[src/rtl/fmps_capture_pkg.sv]
// Shared constants, state encoding and CSR packing for the FMPS capture writer.
// Pure declarations; no timing or flow-control behaviour of its own.
package fmps_capture_pkg;

  localparam int CSR_ACTIVE_BIT  = 31;
  localparam int CSR_VALID_BIT   = 30;
  localparam int CSR_DUP_BIT     = 29;
  localparam int CSR_STRAY_BIT   = 28;
  localparam int CSR_TIMEOUT_BIT = 27;
  localparam int CSR_COUNT_LSB   = 16;
  localparam int CSR_COUNT_W     = 8;

  localparam int CTRL_START_BIT  = 0;
  localparam int CTRL_ABORT_BIT  = 1;

  typedef enum logic {
    ST_IDLE   = 1'b0,
    ST_ACTIVE = 1'b1
  } state_e;

  function automatic logic [31:0] pack_csr(
    input logic                   active,
    input logic                   valid,
    input logic                   dup,
    input logic                   stray,
    input logic                   timeout,
    input logic [CSR_COUNT_W-1:0] count
  );
    logic [31:0] w;
    w                                 = '0;
    w[CSR_ACTIVE_BIT]                 = active;
    w[CSR_VALID_BIT]                  = valid;
    w[CSR_DUP_BIT]                    = dup;
    w[CSR_STRAY_BIT]                  = stray;
    w[CSR_TIMEOUT_BIT]                = timeout;
    w[CSR_COUNT_LSB +: CSR_COUNT_W]   = count;
    return w;
  endfunction

endpackage

[src/rtl/fmps_capture_writer_if.sv]
// Bundle of CSR control, packet stream and readout port for the capture writer.
// The packet stream has no backpressure: fmpsValid is a one-cycle qualifier.
interface fmps_capture_writer_if #(
  parameter int INDEX_WIDTH = 5,
  parameter int TIMER_WIDTH = 24
);

  logic                          csrStrobe;
  logic [31:0]                   csrData;
  logic [(1<<INDEX_WIDTH)-1:0]   expectedBitmap;
  logic [TIMER_WIDTH-1:0]        intervalTicks;
  logic [INDEX_WIDTH-1:0]        fmpsIndex;
  logic [31:0]                   fmpsData;
  logic                          fmpsValid;
  logic [31:0]                   fmpsCSR;
  logic [(1<<INDEX_WIDTH)-1:0]   fmpsBitmapAll;
  logic [INDEX_WIDTH-1:0]        fmpsReadoutAddress;
  logic [31:0]                   fmpsReadout;

  modport master (
    output csrStrobe, csrData, expectedBitmap, intervalTicks,
    output fmpsIndex, fmpsData, fmpsValid, fmpsReadoutAddress,
    input  fmpsCSR, fmpsBitmapAll, fmpsReadout
  );

  modport slave (
    input  csrStrobe, csrData, expectedBitmap, intervalTicks,
    input  fmpsIndex, fmpsData, fmpsValid, fmpsReadoutAddress,
    output fmpsCSR, fmpsBitmapAll, fmpsReadout
  );

endinterface

[src/rtl/fmps_capture_dpram.sv]
// Simple dual-port RAM, one write port and a read-first registered read port.
// Read latency 1 cycle; no reset and no backpressure.
module fmps_capture_dpram #(
  parameter int ADDR_W = 5,
  parameter int DATA_W = 32
) (
  input  logic              clk,
  input  logic              wr_en,
  input  logic [ADDR_W-1:0] wr_addr,
  input  logic [DATA_W-1:0] wr_data,
  input  logic [ADDR_W-1:0] rd_addr,
  output logic [DATA_W-1:0] rd_data
);

  logic [DATA_W-1:0] mem_q [1<<ADDR_W];
  logic [DATA_W-1:0] rd_data_d;
  logic [DATA_W-1:0] rd_data_q;

  always_comb begin
    rd_data_d = mem_q[rd_addr];
  end

  // Non-blocking update of both keeps a same-address read returning old data.
  always_ff @(posedge clk) begin
    if (wr_en) begin
      mem_q[wr_addr] <= wr_data;
    end
    rd_data_q <= rd_data_d;
  end

  assign rd_data = rd_data_q;

endmodule

[src/rtl/fmps_capture_writer.sv]
// Captures FMPS packets into RAM within a start/complete/timeout/abort interval and keeps bitmap + CSR.
// Status is registered; readout has 1-cycle latency; the packet stream is never backpressured.
module fmps_capture_writer
  import fmps_capture_pkg::*;
#(
  parameter int INDEX_WIDTH = 5,
  parameter int TIMER_WIDTH = 24
) (
  input  logic                 sysClk,
  input  logic                 sysReset,
  fmps_capture_writer_if.slave bus
);

  localparam int DEPTH = 1 << INDEX_WIDTH;
  localparam int CNT_W = INDEX_WIDTH + 1;

  state_e                 state_q,    state_d;
  logic [DEPTH-1:0]       bitmap_q,   bitmap_d;
  logic [DEPTH-1:0]       expected_q, expected_d;
  logic [CNT_W-1:0]       count_q,    count_d;
  logic [TIMER_WIDTH-1:0] timer_q,    timer_d;
  logic                   valid_q,    valid_d;
  logic                   dup_q,      dup_d;
  logic                   stray_q,    stray_d;
  logic                   timeout_q,  timeout_d;
  logic                   rd_en_q,    rd_en_d;

  logic        start;
  logic        abort;
  logic        complete;
  logic        expire;
  logic        wr_en;
  logic [31:0] ram_rd_data;
  logic        csr_unused;

  assign csr_unused = ^bus.csrData[31:2];

  always_comb begin
    state_d    = state_q;
    bitmap_d   = bitmap_q;
    expected_d = expected_q;
    count_d    = count_q;
    timer_d    = timer_q;
    valid_d    = valid_q;
    dup_d      = dup_q;
    stray_d    = stray_q;
    timeout_d  = timeout_q;
    rd_en_d    = 1'b1;
    wr_en      = 1'b0;

    start    = bus.csrStrobe && bus.csrData[CTRL_START_BIT];
    abort    = bus.csrStrobe && bus.csrData[CTRL_ABORT_BIT] && !start;
    // Completion looks only at the registered bitmap, so the filling packet completes a cycle later.
    complete = (state_q == ST_ACTIVE) && (expected_q != '0) &&
               ((bitmap_q & expected_q) == expected_q);
    expire   = (state_q == ST_ACTIVE) && (timer_q == TIMER_WIDTH'(1));

    if (start) begin
      state_d    = ST_ACTIVE;
      bitmap_d   = '0;
      count_d    = '0;
      valid_d    = 1'b0;
      dup_d      = 1'b0;
      stray_d    = bus.fmpsValid;
      timeout_d  = 1'b0;
      expected_d = bus.expectedBitmap;
      timer_d    = bus.intervalTicks;
    end else if (state_q == ST_ACTIVE) begin
      if (timer_q != '0) begin
        timer_d = timer_q - TIMER_WIDTH'(1);
      end
      if (bus.fmpsValid) begin
        if (bitmap_q[bus.fmpsIndex]) begin
          dup_d = 1'b1;
        end else begin
          wr_en                   = 1'b1;
          bitmap_d[bus.fmpsIndex] = 1'b1;
          count_d                 = count_q + CNT_W'(1);
        end
      end
      // Priority: completion over abort over timeout.
      if (complete) begin
        state_d = ST_IDLE;
        valid_d = 1'b1;
      end else if (abort) begin
        state_d = ST_IDLE;
      end else if (expire) begin
        state_d   = ST_IDLE;
        timeout_d = 1'b1;
      end
    end else begin
      if (bus.fmpsValid) begin
        stray_d = 1'b1;
      end
    end
  end

  always_ff @(posedge sysClk or posedge sysReset) begin
    if (sysReset) begin
      state_q    <= ST_IDLE;
      bitmap_q   <= '0;
      expected_q <= '0;
      count_q    <= '0;
      timer_q    <= '0;
      valid_q    <= 1'b0;
      dup_q      <= 1'b0;
      stray_q    <= 1'b0;
      timeout_q  <= 1'b0;
      rd_en_q    <= 1'b0;
    end else begin
      state_q    <= state_d;
      bitmap_q   <= bitmap_d;
      expected_q <= expected_d;
      count_q    <= count_d;
      timer_q    <= timer_d;
      valid_q    <= valid_d;
      dup_q      <= dup_d;
      stray_q    <= stray_d;
      timeout_q  <= timeout_d;
      rd_en_q    <= rd_en_d;
    end
  end

  fmps_capture_dpram #(
    .ADDR_W (INDEX_WIDTH),
    .DATA_W (32)
  ) u_ram (
    .clk     (sysClk),
    .wr_en   (wr_en),
    .wr_addr (bus.fmpsIndex),
    .wr_data (bus.fmpsData),
    .rd_addr (bus.fmpsReadoutAddress),
    .rd_data (ram_rd_data)
  );

  assign bus.fmpsCSR       = pack_csr(state_q == ST_ACTIVE, valid_q, dup_q, stray_q, timeout_q,
                                      CSR_COUNT_W'(count_q));
  assign bus.fmpsBitmapAll = bitmap_q;
  // The RAM read register has no reset; hold the output at zero until it has been loaded.
  assign bus.fmpsReadout   = rd_en_q ? ram_rd_data : 32'h0;

endmodule

[src/flat_wrapper.sv]
// flat-port wrapper written by rule: the top's interface ports become plain ports
module fmps_capture_writer_flat import fmps_capture_pkg::*;
#(
  parameter int INDEX_WIDTH = 5,
  parameter int TIMER_WIDTH = 24
)
  (sysClk, sysReset, bus_csrStrobe, bus_csrData, bus_expectedBitmap, bus_intervalTicks, bus_fmpsIndex, bus_fmpsData, bus_fmpsValid, bus_fmpsReadoutAddress, bus_fmpsCSR, bus_fmpsBitmapAll, bus_fmpsReadout);
  fmps_capture_writer_if #(.INDEX_WIDTH(INDEX_WIDTH), .TIMER_WIDTH(TIMER_WIDTH)) bus_i ();
  input  logic sysClk;
  input  logic sysReset;
  input wire logic [$bits(bus_i.csrStrobe)-1:0] bus_csrStrobe;
  input wire logic [$bits(bus_i.csrData)-1:0] bus_csrData;
  input wire logic [$bits(bus_i.expectedBitmap)-1:0] bus_expectedBitmap;
  input wire logic [$bits(bus_i.intervalTicks)-1:0] bus_intervalTicks;
  input wire logic [$bits(bus_i.fmpsIndex)-1:0] bus_fmpsIndex;
  input wire logic [$bits(bus_i.fmpsData)-1:0] bus_fmpsData;
  input wire logic [$bits(bus_i.fmpsValid)-1:0] bus_fmpsValid;
  input wire logic [$bits(bus_i.fmpsReadoutAddress)-1:0] bus_fmpsReadoutAddress;
  output wire logic [$bits(bus_i.fmpsCSR)-1:0] bus_fmpsCSR;
  output wire logic [$bits(bus_i.fmpsBitmapAll)-1:0] bus_fmpsBitmapAll;
  output wire logic [$bits(bus_i.fmpsReadout)-1:0] bus_fmpsReadout;
  assign bus_i.csrStrobe = bus_csrStrobe;
  assign bus_i.csrData = bus_csrData;
  assign bus_i.expectedBitmap = bus_expectedBitmap;
  assign bus_i.intervalTicks = bus_intervalTicks;
  assign bus_i.fmpsIndex = bus_fmpsIndex;
  assign bus_i.fmpsData = bus_fmpsData;
  assign bus_i.fmpsValid = bus_fmpsValid;
  assign bus_i.fmpsReadoutAddress = bus_fmpsReadoutAddress;
  assign bus_fmpsCSR = bus_i.fmpsCSR;
  assign bus_fmpsBitmapAll = bus_i.fmpsBitmapAll;
  assign bus_fmpsReadout = bus_i.fmpsReadout;
  fmps_capture_writer #(.INDEX_WIDTH(INDEX_WIDTH), .TIMER_WIDTH(TIMER_WIDTH)) u_core (.sysClk(sysClk), .sysReset(sysReset), .bus(bus_i));
endmodule
[config.mk]
export PLATFORM = sky130hd
export DESIGN_NAME = fmps_capture_writer_flat
export DESIGN_NICKNAME = d
export VERILOG_FILES = /design/src/rtl/fmps_capture_pkg.sv /design/src/rtl/fmps_capture_writer_if.sv /design/src/rtl/fmps_capture_dpram.sv /design/src/rtl/fmps_capture_writer.sv /design/src/flat_wrapper.sv
export SDC_FILE = /design/constraint.sdc
export NUM_CORES = 1
export LEC_CHECK = 0
export CORE_MARGIN = 5
export CORE_UTILIZATION = 28
export CTS_BUF_LIST = sky130_fd_sc_hd__clkbuf_4 sky130_fd_sc_hd__clkbuf_8
export DETAILED_ROUTE_END_ITERATION = 10
export PLACE_DENSITY = 0.5
export SLEW_MARGIN = 40
export SYNTH_ARGS = -nofsm -noshare
export SYNTH_HDL_FRONTEND = slang
export SYNTH_HIERARCHICAL = 1
export SYNTH_SLANG_ARGS = --single-unit
[constraint.sdc]
create_clock -name sysClk -period 4.15 [get_ports sysClk]
set_input_delay 0.83 -clock sysClk [delete_from_list [all_inputs] [get_ports sysClk]]
set_output_delay 0.83 -clock sysClk [all_outputs]
set_load 0.005 [all_outputs]
Word level (Yosys, flattened, before mapping)
Memory sizes are Yosys's and may differ from the RTL's. A register that Yosys moved wholly into a read port is not among the register bits.
Cells that the tools add are included.
- bits in registers: 100
- memory bits (writable): 1024
- input bits: 134
- output and inout bits: 96
- word-level logic and storage cells: 87
- memories kept: 1
- add/sub/neg operators: 2
- magnitude comparators: 2
- equal/unequal tests: 6
- multiplexer cells: 42
- bitwise logic cells: 2
- reduce and logical (&&, ||, !) cells: 22
- memory list (memory ; depth ; bits a word ; rd ports ; clocked after memory_dff ; wr ports ; line ; text):
    u_core.u_ram.mem_q ; 32 ; 32 ; 1 ; 1 ; 1 ; fmps_capture_dpram.sv:15 ; logic [DATA_W-1:0] mem_q [1<<ADDR_W];
- operator list (cell ; number):
    two-way mux 32 bit ; 5
    two-way mux 24 bit ; 3
    AND 32 bit ; 1
    == test 32 bit ; 1
    OR 32 bit ; 1
    nonzero test 32 bit ; 1
    two-way mux 1 bit ; 28
    == test 24 x 1 -> 1 bit, second input constant ; 1
    two-way mux 6 bit ; 4
    nonzero test 24 bit ; 1
    subtractor 24 x 1 -> 24 bit, second input constant ; 1
    nonzero test 2 bit ; 6
    logical AND 1 bit ; 7
    adder 6 x 1 -> 6 bit, second input constant ; 1
    < comparator 5 x 6 -> 1 bit, second input constant ; 1
    inequality test 2 x 1 -> 1 bit, second input constant ; 3
    AND reduction 2 bit ; 3
    AND reduction 3 bit ; 2
    binary-select mux 1 bit (select 5 bit) ; 1
    demux 1 bit (select 5 bit) ; 1
    >= comparator 5 x 1 -> 1 bit, second input constant ; 1
    AND reduction 4 bit ; 1
    inequality test 2 bit, second input constant ; 1
    zero test 1 bit ; 1

Depth between registers and ports, before layout
Gate-level depths: netlist of the first run.
- depth after elaboration: 9
- depth in mapped cells: 12
- gate-level depth less buffers: 8

Hierarchy
The synthesis of the first run kept the hierarchy.
- modules (own cells, without submodules) (module ; times used ; cells an instance ; area each (sq um)):
    fmps_capture_dpram ; 1 ; 2260 ; 40485.1
    fmps_capture_writer ; 1 ; 631 ; 5491.5

Worst setup path before layout of the first run
No wires, ideal clock.
- path kind: input to register
- from: input port bus_fmpsIndex[0]
- to: memory u_core.u_ram.mem_q[12][0], enable pin
- setup time: 0.421 ns
- arrival: 4.412 ns
- data required time: 3.729 ns
- path slack: -0.683 ns
- cell stages on the path: 10
- cell sequence: buf_2 mux4_2 a32oi_1 and4_1 buf_2 buf_2 and2_1 or3b_2 clkbuf_1 nor2_1
- longest elaborated chain between the ends: 8
- RTL lines (element ; line ; text):
    start: declaration ; flat_wrapper.sv:15 ; input wire logic [$bits(bus_i.fmpsIndex)-1:0] bus_fmpsIndex;
    binary-select mux 1 bit (select 5 bit) ; fmps_capture_writer.sv:73 ; if (bitmap_q[bus.fmpsIndex]) begin
    two-way mux 1 bit (implied by the code) ; fmps_capture_writer.sv:73 ;
    two-way mux 1 bit ; fmps_capture_writer.sv:73 ;
    two-way mux 1 bit ; fmps_capture_writer.sv:72 ; if (bus.fmpsValid) begin
    two-way mux 1 bit ; fmps_capture_writer.sv:68 ; end else if (state_q == ST_ACTIVE) begin
    two-way mux 1 bit ; fmps_capture_writer.sv:58 ; if (start) begin
    named net u_core.wr_en ; fmps_capture_writer.sv:32 ; logic wr_en;
    two-way mux 1 bit ; fmps_capture_dpram.sv:25 ; if (wr_en) begin
    two-way mux 1 bit (implied by the code) ; fmps_capture_dpram.sv:26 ; mem_q[wr_addr] <= wr_data;
    end: declaration ; fmps_capture_dpram.sv:15 ;
The timed path passes the listed nets, and every way through them passes these cells. The select of a mux whose other input is x is not followed.

Worst setup path in the final report of the first run
- from: register u_core.rd_en_q
- to: output port bus_fmpsReadout[2]
- longest elaborated chain between the ends: 1
- RTL lines (element ; line ; text):
    start: declaration ; fmps_capture_writer.sv:26 ; logic rd_en_q, rd_en_d;
    start signal: assignment ; fmps_capture_writer.sv:120 ; rd_en_q <= rd_en_d;
    two-way mux 32 bit ; fmps_capture_writer.sv:140 ; assign bus.fmpsReadout = rd_en_q ? ram_rd_data : 32'h0;
    end: declaration ; flat_wrapper.sv:21 ; output wire logic [$bits(bus_i.fmpsReadout)-1:0] bus_fmpsReadout;
Every way passes these cells.

==> results of run 1 <==
==> path summary, 6_finish.rpt <==
kind	endpoint	slack (ns)	start
worst max-delay path	bus_fmpsReadout[2]	0.84	u_core/rd_en_q$_DFF_PP0_
worst min-delay path	u_core/timer_q[14]$_DFFE_PP0P_	0.42	sysReset
worst max register to register	u_core/u_ram/mem_q[28][12]$_DFFE_PP_	1.18	u_core/bus.fmpsBitmapAll[2]$_DFFE_PP0P_
worst min register to register	u_core/expected_q[1]$_DFFE_PP0N_	0.50	u_core/expected_q[1]$_DFFE_PP0N_
max in group asynchronous	u_core/bus.fmpsBitmapAll[14]$_DFFE_PP0P_	2.94	sysReset
min in group sysClk	u_core/expected_q[23]$_DFFE_PP0N_	0.49	bus_expectedBitmap[23]
==> flip-flops by register name (all words and copies together) (netlist names) <==
signal,flops
u_core/stray_q,1
u_core/bus.fmpsBitmapAll,32
u_core/u_ram/mem_q,1024
u_core/u_ram/rd_data,32
u_core/expected_q,32
u_core/count_q,6
u_core/timeout_q,1
u_core/dup_q,1
u_core/timer_q,24
u_core/rd_en_q,1
u_core/state_q,1
u_core/valid_q,1
==> area by class of cell <==
cell class | count | share of cell area
multi-input cells | 1533 | 0.2011
diodes | 2 | 0.00008975
flip-flops and latches | 1156 | 0.6079
well taps | 2175 | 0.04880
repair buffers | 329 | 0.06870
clock buffers | 296 | 0.06318
inverters | 32 | 0.002199
clock inverters | 61 | 0.008055
==> metrics by stage <==
stage                     hold WS, ns  instance area, um^2
after floorplan                0.4510                46080
after global placement         0.4772                51780
after detailed placement       0.4810                51790
after CTS                      0.3499                55760
after global routing           0.4211                55760
final                          0.4240                55760
==> routing by layer <==
metal	GRT usage	part of all wire	vias to the layer above
li1	-	-	11860
met1	0.1871	0.46	13120
met2	0.2129	0.46	658
met3	0.03199	0.057	174
met4	0.03403	0.018	0
met5	0	0	-
==> report_power, final <==
group / total [W] / internal [W] / switching (W)
logic: 0.00177 / 0.000699 / 0.00107
clock network: 0.0103 / 0.00564 / 0.00464
registers: 0.0130 / 0.0129 / 0.000157
total: 0.0251 / 0.0192 / 0.00586
==> Yosys cell counts, types with 3 or more instances <==
cell      number
nand2b_1      10
inv_1         32
a21oi_1      103
a22o_1        65
and2_1        37
xnor2_1       16
mux2_2         3
buf_4         59
o22ai_1       10
ha_1           4
nand4_1        8
dfrtp_1      100
clkbuf_1      71
nand2_1      201
nand3b_1       7
nor2b_1       13
a31oi_1       54
and4_1         4
buf_2         36
nor4_1        16
a22oi_1       97
or3b_2         3
buf_6         15
edfxtp_1    1024
dfxtp_1       32
o21ai_0       42
nor3_1        48
nor2_1        77
or3_1          6
buf_1          7
a32o_1         4
mux2i_1      524
o21ai_1        6
xor2_1         6
or2_2          3
nand3_1      114
==> kinds of logic (layout without fill, tap and decap cells) <==
kind of cell / Yosys count / count (layout) / synth area share
adders and majority gates: 4 / 4 / 0.001089
buffers and inverters: 222 / 718 / 0.02653
other: 2 / 24 / 0.0001633
xor gates and xnor gates: 22 / 22 / 0.004191
DFF: 1156 / 1156 / 0.7372
and+or+nand+nor: 560 / 560 / 0.05810
muxes: 528 / 528 / 0.1153
AOI/OAI and AO/OA: 397 / 397 / 0.05745
==> worst max-delay path: stages (launching register included) <==
cell	delay, ns
dfrtp_4	0.73
and2_1	0.27
clkdlybuf4s50_1	0.53
==> flow_summary.json, run 1 <==
{
  "outcome": "complete, no violations",
  "die_y_um": 415.2,
  "dpl_worst_slack_ns": 0.06886,
  "cts-root-buf": "clkbuf_8",
  "final_common_cell": "edfxtp_1",
  "worstPathArrival_ns": 2.48,
  "clock_sink_count": 1156,
  "worstMarginPinSlew_ns": 0.8472,
  "antenna_found_initial": 4,
  "die_w_um": 415.2,
  "yosysUniqueCellTypes": 63,
  "worst-r2r-cell-count": 8,
  "synth_top_area_cell": "edfxtp_1",
  "drive_above_1_share": 0.1611,
  "irDropWorstVdd_v": 0.0003085,
  "postCtsSetupBuffers": 0,
  "clock_skew_ns": 0.05152,
  "ctsHoldBuffers": 0,
  "track_usage": 0.1347,
  "rsz0062_at_grt": "no",
  "clockBufferDepth": 3,
  "ant_nets": 0,
  "vias_per_cell": 4.622,
  "insertion_delay_ns": 0.88,
  "final_cells": 5584,
  "rows": 148,
  "p_leak_nw": 19.69,
  "clk_pin_slew_ns": 0.06,
  "layout_common_cells": "1,024 x edfxtp_1, 524 x mux2i_1, 208 x clkbuf_8, 200 x nand2_1, 164 x clkdlybuf4s50_1",
  "max_slew_margin": 0.4352,
  "finalPower_w": 0.02508,
  "initial_utilization": 0.2821,
  "yosysWarnings": 6,
  "hold_class": "in -> async",
  "areaGrowthSynthToFinish_pct": 21.29,
  "avgRoutedWirePerCell_um": 21.39,
  "hold_viol_final": 0,
  "power.density_nw_per_um2": 449.7,
  "gp_congestion": 0.7949,
  "grt_pass1_wl_mm": 175.2,
  "syn_area_um2": 45980,
  "portBuffers": 178,
  "synth_top_cell_area_share": 0.6688,
  "num_vias": 25810,
  "ys_seq_area_frac": 0.7372,
  "critPathKind": "reg -> out",
  "ys_dominant_reg_cell": "edfxtp_1",
  "synth_edf_count": 1024,
  "synth_area_leaders": "edfxtp_1 67%, mux2i_1 11%, dfrtp_1 5.4%, nand2_1 1.6%, a22oi_1 1.6%",
  "setup_ws_ns": 0.8392,
  "cts_tree": "built",
  "first_iter_violations": 1835,
  "ys_ff_latch": 1156,
  "synth-async-reset-ratio": 0.08651,
  "finish.utilization": 0.3422,
  "path_max_fanout": 32,
  "required_ns": 3.32,
  "finalCriticalPeriod_ns": 3.311,
  "fin_tns_setup_ns": 0,
  "cts_buffers": 190,
  "routed_wl_mm": 119.4,
  "setup_viol": 0,
  "dr.pass1.iters": 7,
  "die_area_um2": 172400,
  "postSynthCellCount": 2891,
  "placed_cells": 5225,
  "finalCritPeriodShare": 0.7978,
  "drv_slew": 0,
  "synth_area_per_cell_um2": 15.90,
  "dp_hpwl_mm": 74.36,
  "first_global_vias": 26290,
  "cp-end-kind": "primary output",
  "htreeDepth": 4,
  "fillers": 15730,
  "core_um2": 163000,
  "drc": 0,
  "grt_max_degree": 82,
  "fin_nets": 3380,
  "ioPinCount": 230,
  "critPathLaunchType": "register",
  "cts-resized-gates": 0,
  "grt-ovfl-total": 0,
  "maxCapViolations": 0,
  "multi_input_area_um2": 11210,
  "seq_area_um2": 33900,
  "max_freq_ghz": 0.3020
}
Power figures use the tool's default switching activity.
==> run 2: changes to the inputs <==
==> constraint.sdc (replaced) <==
create_clock -name sysClk -period 2.91 [get_ports sysClk]
set_input_delay 0.582 -clock sysClk [delete_from_list [all_inputs] [get_ports sysClk]]
set_output_delay 0.582 -clock sysClk [all_outputs]
set_load 0.005 [all_outputs]
==> run 2 against run 1 <==
  * Clock skew fell by 0.0047 ns
  * Register-to-register slack got worse by 1.2 ns
  * Critical endpoint is now u_core/u_ram/mem_q[8][12]$_DFFE_PP_
  * Core utilization rose by 0.92 points
  * Global-route usage rose by 0.52 points
  * Final cell count rose by 3.0%
==> flow_summary.json, run 2 (synthesis gave the netlist of run 1 again) <==
{
  "finalCriticalPeriod_ns": 2.882,
  "routed_wl_mm": 124.0,
  "areaGrowthSynthToFinish_pct": 24.55,
  "met1_length_mm": 58.12,
  "hold_class": "in -> reg",
  "max_freq_ghz": 0.3470,
  "drv_slew": 0,
  "dp_hpwl_mm": 80.21,
  "hold_viol_final": 0,
  "met3_length_mm": 7.525,
  "power_switching_share": 0.2359,
  "worst-r2r-cell-count": 10,
  "outcome": "complete, no violations",
  "htreeDepth": 4,
  "power.share.sequential": 0.525,
  "critPathLaunchType": "register",
  "grt_max_degree": 68,
  "setup_viol": 0,
  "top_layer_used": "met5",
  "clock_skew_ns": 0.04684,
  "final_common_cell": "edfxtp_1",
  "max_slew_margin": 0.4861,
  "die_w_um": 415.2,
  "cts_buffers": 189,
  "dr.pass1.iters": 5,
  "path_cells": "mux4_2 -> a32oi_2 -> and4_1 -> and2_4 -> buf_6 -> or3b_4 -> buf_12 -> nor2_4 -> buf_8 -> clkbuf_16",
  "required_ns": 3.50,
  "intPower_w": 0.02699,
  "initial_utilization": 0.2821,
  "finalCritPeriodShare": 0.9904,
  "avgRoutedWirePerCell_um": 21.56,
  "drc": 0,
  "clk_pin_slew_ns": 0.06,
  "route.met2.wl_mm": 55.92,
  "worstMarginPinSlew_ns": 0.7650,
  "worstPathArrival_ns": 3.47,
  "path_max_fanout": 7,
  "critPathTopFamily": "simple AND/OR/NAND/NOR gates",
  "layout_common_cells": "1,024 x edfxtp_1, 524 x mux2i_1, 212 x buf_4, 200 x clkbuf_8, 200 x nand2_1",
  "hold_depth": 1,
  "pwr-share-comb": 0.080,
  "antenna_found_initial": 9,
  "fillers": 15720,
  "die_area_um2": 172400,
  "grt_pass1_wl_mm": 181.7,
  "clock_sink_count": 1156,
  "timing.hold.ws_ns": 0.1584,
  "power.density_nw_per_um2": 616.9,
  "irDropWorstVdd_v": 0.0004570,
  "crit_cells": 10,
  "drive_above_1_share": 0.1925,
  "rsz0062_at_grt": "yes",
  "clkPwrFrac": 0.395,
  "rows": 148,
  "gp_congestion": 0.7822,
  "p_sw_w": 0.008331,
  "fin_tns_setup_ns": 0,
  "maxCapViolations": 0,
  "largest_register": "u_core/u_ram/mem_q",
  "portBuffers": 178,
  "crit_buf_inv": 4,
  "p_leak_nw": 20.61,
  "clockBufferDepth": 3,
  "num_vias": 26390,
  "critPathKind": "reg -> reg",
  "cts_tree": "built",
  "ant_nets": 0,
  "cp-end-kind": "register",
  "insertion_delay_ns": 0.88,
  "ioPinCount": 230,
  "core_um2": 163000,
  "vias_per_cell": 4.587,
  "cts-root-buf": "clkbuf_8",
  "first_iter_violations": 1919,
  "track_usage": 0.1399,
  "fin_nets": 3546,
  "grt-ovfl-total": 0,
  "slowest_stage": "mux4_2",
  "die_y_um": 415.2,
  "largest_register_ffs": 1024,
  "first_global_vias": 26950,
  "max_stage_delay_ns": 0.49
}
==> run 2: metal layers <==
layer,vias up,track usage
li1,12190,-
met1,13250,0.1991
met2,759,0.2142
met3,184,0.03344
met4,2,0.03750
met5,-,0
==> run 2: layout make-up <==
| class | count | area, um^2 | area share |
|---|---|---|---|
| Sequential cell | 1156 | 33900 | 0.5919 |
| Clock buffer | 257 | 3181 | 0.05554 |
| Clock inverter | 94 | 563.0 | 0.009833 |
| Antenna cell | 9 | 22.52 | 0.0003933 |
| Multi-Input combinational cell | 1533 | 11240 | 0.1963 |
| Inverter | 32 | 122.6 | 0.002141 |
| Tap cell | 2175 | 2721 | 0.04752 |
| Timing Repair Buffer | 496 | 5513 | 0.09627 |
==> run 2: stage by stage <==
stage          power (W)  instances  area [um^2]    util  setup slack, ns
2_1_floorplan    0.02025       2911        46350       -          -0.6319
3_3_place_gp     0.02170       5337        52470  0.3220           -1.191
3_5_place_dp     0.02172       5362        53010  0.3253          -0.9548
4_1_cts          0.03579       5716        56820  0.3487         -0.06986
5_1_grt          0.03681       5745        57240  0.3513         -0.04487
6_report         0.03532       5752        57260  0.3514          0.02796
==> run 2: path summary, 6_finish.rpt <==
check                                                    startpoint                                    to  slack, ns
hold reg to reg                        u_core/timeout_q$_DFFE_PP0P_          u_core/timeout_q$_DFFE_PP0P_       0.49
hold / removal                                     bus_fmpsData[11]  u_core/u_ram/mem_q[13][11]$_DFFE_PP_       0.16
max in group asynchronous                                  sysReset              u_core/rd_en_q$_DFF_PP0_       1.67
setup / recovery           u_core/bus.fmpsBitmapAll[10]$_DFFE_PP0P_   u_core/u_ram/mem_q[8][12]$_DFFE_PP_       0.03
min in group asynchronous                                  sysReset        u_core/timer_q[17]$_DFFE_PP0P_       0.63
setup reg to reg           u_core/bus.fmpsBitmapAll[10]$_DFFE_PP0P_   u_core/u_ram/mem_q[8][12]$_DFFE_PP_       0.03
==> run 2: power groups by stage <==
stage | logic [W] | clock network (W) | registers, W
floorplan | 0.00140 | 0 | 0.0188
global placement | 0.00281 | 0 | 0.0189
detailed placement | 0.00282 | 0 | 0.0189
CTS | 0.00283 | 0.0144 | 0.0185
global route | 0.00305 | 0.0152 | 0.0186
finish | 0.00282 | 0.0140 | 0.0185
==> run 2: timing repair <==
| action | in CTS | in global routing |
|---|---|---|
| endpoints found under the setup margin | 33 | 340 |
| pin swaps | 0 | 7 |
| resized for setup | 41 | 21 |
| cloned | 0 | 7 |
| setup buffers | 2 | 19 |
| hold buffers | 1 | 0 |
| endpoints found under the hold margin | 25 | 0 |
